===== src/rtl/pending_prio_encoder_if.sv =====
// Bus bundle for pending_prio_encoder: request inputs, grant output handshake and status.
// master drives requests/clear/ready; slave is the encoder.
interface pending_prio_encoder_if #(
   parameter int unsigned WIDTH = 8
);
   localparam int unsigned IDXW = $clog2(WIDTH);

   logic [WIDTH-1:0] req_in;
   logic             clr;
   logic             out_ready;
   logic             out_valid;
   logic [IDXW-1:0]  out_idx;
   logic [WIDTH-1:0] pending;
   logic             overflow;

   modport master (
      output req_in, clr, out_ready,
      input  out_valid, out_idx, pending, overflow
   );

   modport slave (
      input  req_in, clr, out_ready,
      output out_valid, out_idx, pending, overflow
   );
endinterface


===== src/rtl/pending_prio_encoder.sv =====
// Pending-request register feeding a registered priority encoder with valid/ready output.
// Define PRIO_ROUND_ROBIN_EN for rotating priority; default is fixed priority (highest index wins).
module pending_prio_encoder #(
   parameter int unsigned WIDTH = 8
) (
   input  logic                  clk,
   input  logic                  rst_n,
   pending_prio_encoder_if.slave bus
);
   localparam int unsigned IDXW = $clog2(WIDTH);

   logic [WIDTH-1:0] pend_q;
   logic             valid_q;
   logic [IDXW-1:0]  idx_q;
   logic             ovf_q;

   logic [IDXW-1:0]  sel;
   logic [IDXW-1:0]  cand;
   logic             load;
   logic [WIDTH-1:0] load_mask;

`ifdef PRIO_ROUND_ROBIN_EN
   logic [IDXW-1:0]  last_idx;

   // Walk from the farthest candidate to the nearest so the first index below last_idx (with wrap) wins.
   always_comb begin
      sel  = '0;
      cand = '0;
      for (int unsigned k = WIDTH; k > 0; k--) begin
         cand = IDXW'((2 * WIDTH + 32'(last_idx) - k) % WIDTH);
         if (pend_q[cand]) sel = cand;
      end
   end

   always_ff @(posedge clk or negedge rst_n) begin
      if (!rst_n)             last_idx <= '0;
      else if (load && !bus.clr) last_idx <= sel;
   end
`else
   always_comb begin
      sel  = '0;
      cand = '0;
      for (int unsigned i = 0; i < WIDTH; i++) begin
         cand = IDXW'(i);
         if (pend_q[cand]) sel = cand;
      end
   end
`endif

   assign load      = (!valid_q || bus.out_ready) && (|pend_q);
   assign load_mask = load ? (WIDTH'(1) << sel) : '0;

   // clr outranks both new requests and a load in the same cycle.
   always_ff @(posedge clk or negedge rst_n) begin
      if (!rst_n) begin
         pend_q  <= '0;
         valid_q <= 1'b0;
         idx_q   <= '0;
         ovf_q   <= 1'b0;
      end else if (bus.clr) begin
         pend_q  <= '0;
         valid_q <= 1'b0;
         idx_q   <= '0;
         ovf_q   <= 1'b0;
      end else begin
         pend_q <= (pend_q & ~load_mask) | bus.req_in;
         ovf_q  <= |(bus.req_in & pend_q & ~load_mask);
         if (load) begin
            valid_q <= 1'b1;
            idx_q   <= sel;
         end else if (bus.out_ready) begin
            valid_q <= 1'b0;
         end
      end
   end

   assign bus.out_valid = valid_q;
   assign bus.out_idx   = idx_q;
   assign bus.pending   = pend_q;
   assign bus.overflow  = ovf_q;
endmodule

===== src/flat_wrapper.sv =====
// flat-port wrapper written by rule: the top's interface ports become plain ports
module pending_prio_encoder_flat 
#(
   parameter int unsigned WIDTH = 8
)
  (clk, rst_n, bus_req_in, bus_clr, bus_out_ready, bus_out_valid, bus_out_idx, bus_pending, bus_overflow);
  pending_prio_encoder_if #(.WIDTH(WIDTH)) bus_i ();
  input  logic clk;
  input  logic rst_n;
  input wire logic [$bits(bus_i.req_in)-1:0] bus_req_in;
  input wire logic [$bits(bus_i.clr)-1:0] bus_clr;
  input wire logic [$bits(bus_i.out_ready)-1:0] bus_out_ready;
  output wire logic [$bits(bus_i.out_valid)-1:0] bus_out_valid;
  output wire logic [$bits(bus_i.out_idx)-1:0] bus_out_idx;
  output wire logic [$bits(bus_i.pending)-1:0] bus_pending;
  output wire logic [$bits(bus_i.overflow)-1:0] bus_overflow;
  assign bus_i.req_in = bus_req_in;
  assign bus_i.clr = bus_clr;
  assign bus_i.out_ready = bus_out_ready;
  assign bus_out_valid = bus_i.out_valid;
  assign bus_out_idx = bus_i.out_idx;
  assign bus_pending = bus_i.pending;
  assign bus_overflow = bus_i.overflow;
  pending_prio_encoder #(.WIDTH(WIDTH)) u_core (.clk(clk), .rst_n(rst_n), .bus(bus_i));
endmodule

===== config.mk =====
export PLATFORM = sky130hd
export DESIGN_NAME = pending_prio_encoder_flat
export DESIGN_NICKNAME = d
export VERILOG_FILES = /design/src/rtl/pending_prio_encoder_if.sv /design/src/rtl/pending_prio_encoder.sv /design/src/flat_wrapper.sv
export SDC_FILE = /design/constraint.sdc
export NUM_CORES = 1
export LEC_CHECK = 0
export CAP_MARGIN = 30
export CORE_MARGIN = 5
export CORE_UTILIZATION = 45
export CTS_CLUSTER_DIAMETER = 150
export DETAILED_ROUTE_END_ITERATION = 8
export GPL_ROUTABILITY_DRIVEN = 1
export PLACE_DENSITY = 0.81
export SYNTH_ARGS = -nofsm -noshare
export SYNTH_HDL_FRONTEND = slang
export SYNTH_SLANG_ARGS = --single-unit

===== constraint.sdc =====
create_clock -name clk -period 2.48 [get_ports clk]
set_clock_uncertainty 0.2 [all_clocks]
set_input_delay 0.372 -clock clk [delete_from_list [all_inputs] [get_ports clk]]
set_output_delay 0.372 -clock clk [all_outputs]
set_load 0.01 [all_outputs]

==> flow_metrics.env <==
export IMPL_status="completed"
export IMPL_h_tree_depth=1
export IMPL_syn_inst=75
export IMPL_detail_route_wl_per_cell_um=14.2
export IMPL_drt_iter0_drc=21
export IMPL_whs_ns=0.256
export IMPL_syn_to_final_growth_pct=40.6
export IMPL_cts_buffer_depth=2
export IMPL_cpLargestDelayFamily="buffers and inverters"
export IMPL_crit_start="u_core.bus.pending[5]"
export IMPL_synth_top_area_share_pct=47.5
export IMPL_hpwl_mm=1.29
export IMPL_clkLatencyLatePin_ns=0.27
export IMPL_die_h_um=49
export IMPL_maxCapViolations=0
export IMPL_ys_ff_latch=13
export IMPL_io_pin_count=25
export IMPL_slew_violations=0
export IMPL_cts_tree="yes"
export IMPL_crit_arrival_ns=1.42
export IMPL_rsz0062_at_grt="no"
export IMPL_drt_vias_per_instance=5.56
export IMPL_core_sq_um=1470
export IMPL_cp_end_kind="output pin"
export IMPL_worst_path_largest_cell_delay_ns=0.61
export IMPL_ys_top_cells_by_area="dfrtp_1 48%, a21oi_1 8.0%, nor2_1 5.5%, a22o_1 3.8%, o21ai_0 3.7%"
export IMPL_syn_nets=87
export IMPL_dieArea_sq_um=2400
export IMPL_stdcell_area_sq_um=962
export IMPL_yosysWarnings=0
export IMPL_final_common_cell="clkdlybuf4s50_1"
export IMPL_die_x_um=49
export IMPL_ctsResizeCount=0
export IMPL_power_leakage_nw=0.401
export IMPL_grt_pass1_wl_mm=2.75
export IMPL_clock_sinks=13
export IMPL_grt_max_degree=14
export IMPL_drcViolationCount=0
export IMPL_num_nets_final=114
export IMPL_grt_overflow=0
export IMPL_yosys_area_top_type="dfrtp_1"
export IMPL_io_buffers=24
export IMPL_required_ns=1.91
export IMPL_worst_slew_pin_slew_ns=0.566
export IMPL_syn_avg_cell_area_sq_um=9.13
export IMPL_n_antenna_cell=0
export IMPL_min_path_type="input port to asynchronous set/reset pin"
export IMPL_initial_core_util_pct=46.5
export IMPL_ant_nets=0
export IMPL_drive_gt1_share_pct=6.93
export IMPL_postCtsSetupRepairBufs=0
export IMPL_path_class="flip-flop to output pin"
export IMPL_postCtsHoldBufs=0
export IMPL_cts_buffers=3
export IMPL_final_cell_mix="24 x clkdlybuf4s50_1, 13 x dfrtp_1, 11 x a21oi_1, 10 x nor2_1, 6 x inv_1"
export IMPL_first_pass_iters=4
export IMPL_wirelength_mm=1.66
export IMPL_fin_crit_sh_pct=80.3
export IMPL_tns_ns=0
export IMPL_power_w=0.000511
export IMPL_crit_slowest_cell="clkdlybuf4s50_1"
export IMPL_num_vias=651
export IMPL_path_clk_slew_ns=0.08
export IMPL_period_needed_ns=1.99
export IMPL_yosysSeqAreaShare_pct=47.5
export IMPL_maxSlewHeadroom_pct=62.2
export IMPL_hold_viol_final=0
export IMPL_grt_pass1_vias=594
export IMPL_crit_chain="clkdlybuf4s50_1"
export IMPL_critPathLaunchType="flip-flop"
export IMPL_max_vdd_ir_drop_v=0.000369
export IMPL_worstPathMaxFanout=10
export IMPL_power_density_nw_per_um2=531
export IMPL_synth_cell_area_sq_um=684
export IMPL_rr_startpoint="u_core.bus.pending[4]"
export IMPL_yosysUniqueCellTypes=26
export IMPL_fmax_mhz=502
export IMPL_antenna_found_initial=0
export IMPL_setup_viol=0
export IMPL_rows=14
export IMPL_grt_usage_pct=14.6
export IMPL_place_gp_congestion=0.900
export IMPL_path_buf_inv=1
export IMPL_clock_root_buffer="clkbuf_4"
export IMPL_dpl_cell_area_sq_um=936
-- cells by family (layout without fill, tap and decap cells) --
kind of cell,after synthesis,after routing,share of synthesized area (%)
AOI/OAI and AO/OA,28,28,26.3
DFF,13,13,47.5
buffers and inverters,8,34,4.57
and+or+nand+nor,26,26,21.6
-- cells in the mapped netlist --
library cell	count
a21oi_1	11
a22o_1	3
and4_1	1
clkbuf_1	1
a31oi_1	2
o311a_1	1
dfrtp_1	13
nor2_1	10
o2111ai_1	1
and3_1	1
o21ai_0	5
a21oi_2	1
o211ai_1	1
nor4_4	1
nand2_1	4
a2bb2oi_1	1
buf_2	1
nor4_2	1
inv_1	6
a311oi_1	1
nand2b_1	2
nor2b_1	2
nor3_1	1
nand3_1	2
a41oi_1	1
or2_2	1
-- layer usage --
| metal | GRT usage [%] | part of all wire (%) | vias up |
|---|---|---|---|
| li1 | - | - | 325 |
| met2 | 23.3 | 50 | 23 |
| met5 | 0 | 0 | - |
| met3 | 3.36 | 6.4 | 0 |
| met1 | 18.6 | 43 | 303 |
| met4 | 6.73 | 0 | 0 |
-- report_power, final --
group	leakage (nW)	internal, W	switching (W)
sequential	0.164	0.000229	0.0000227
combinational	0.222	0.0000729	0.0000580
clock	0.0150	0.0000623	0.0000660
total	0.401	0.000364	0.000147
-- through the flow --
stage	cells	utilization, %	setup slack, ns
floorplan	75	-	0.908
global placement	113	63.6	0.637
detailed placement	113	63.6	0.615
CTS	117	65.4	0.480
global route	117	65.4	0.401
finish	117	65.4	0.488
-- state kept, by name (all words and copies together) (netlist names) --
signal / flops
u_core.bus.out_idx: 3
u_core.bus.out_valid: 1
u_core.bus.overflow: 1
u_core.bus.pending: 8
-- layout make-up --
cell class                 instances  area, sq um
fill                             141          509
clock buffer                       4         26.3
inverter                           6         22.5
sequential                        13          325
timing repair buffer              24          240
tap                               16         20.0
multi-input combinational         54          328
-- final timing paths --
kind | slack (ns) | cells after the start | to
worst min-delay path | 0.26 | 1 | u_core.bus.out_idx[1]
max in group asynchronous | 1.45 | 1 | u_core.bus.pending[7]
worst max register to register | 0.76 | 4 | u_core.bus.pending[0]
worst min register to register | 0.35 | 2 | u_core.bus.out_idx[2]
min in group clk | 0.35 | 2 | u_core.bus.out_idx[2]
worst max-delay path | 0.49 | 1 | bus_pending[5]
(Power assumes the default switching activity.)
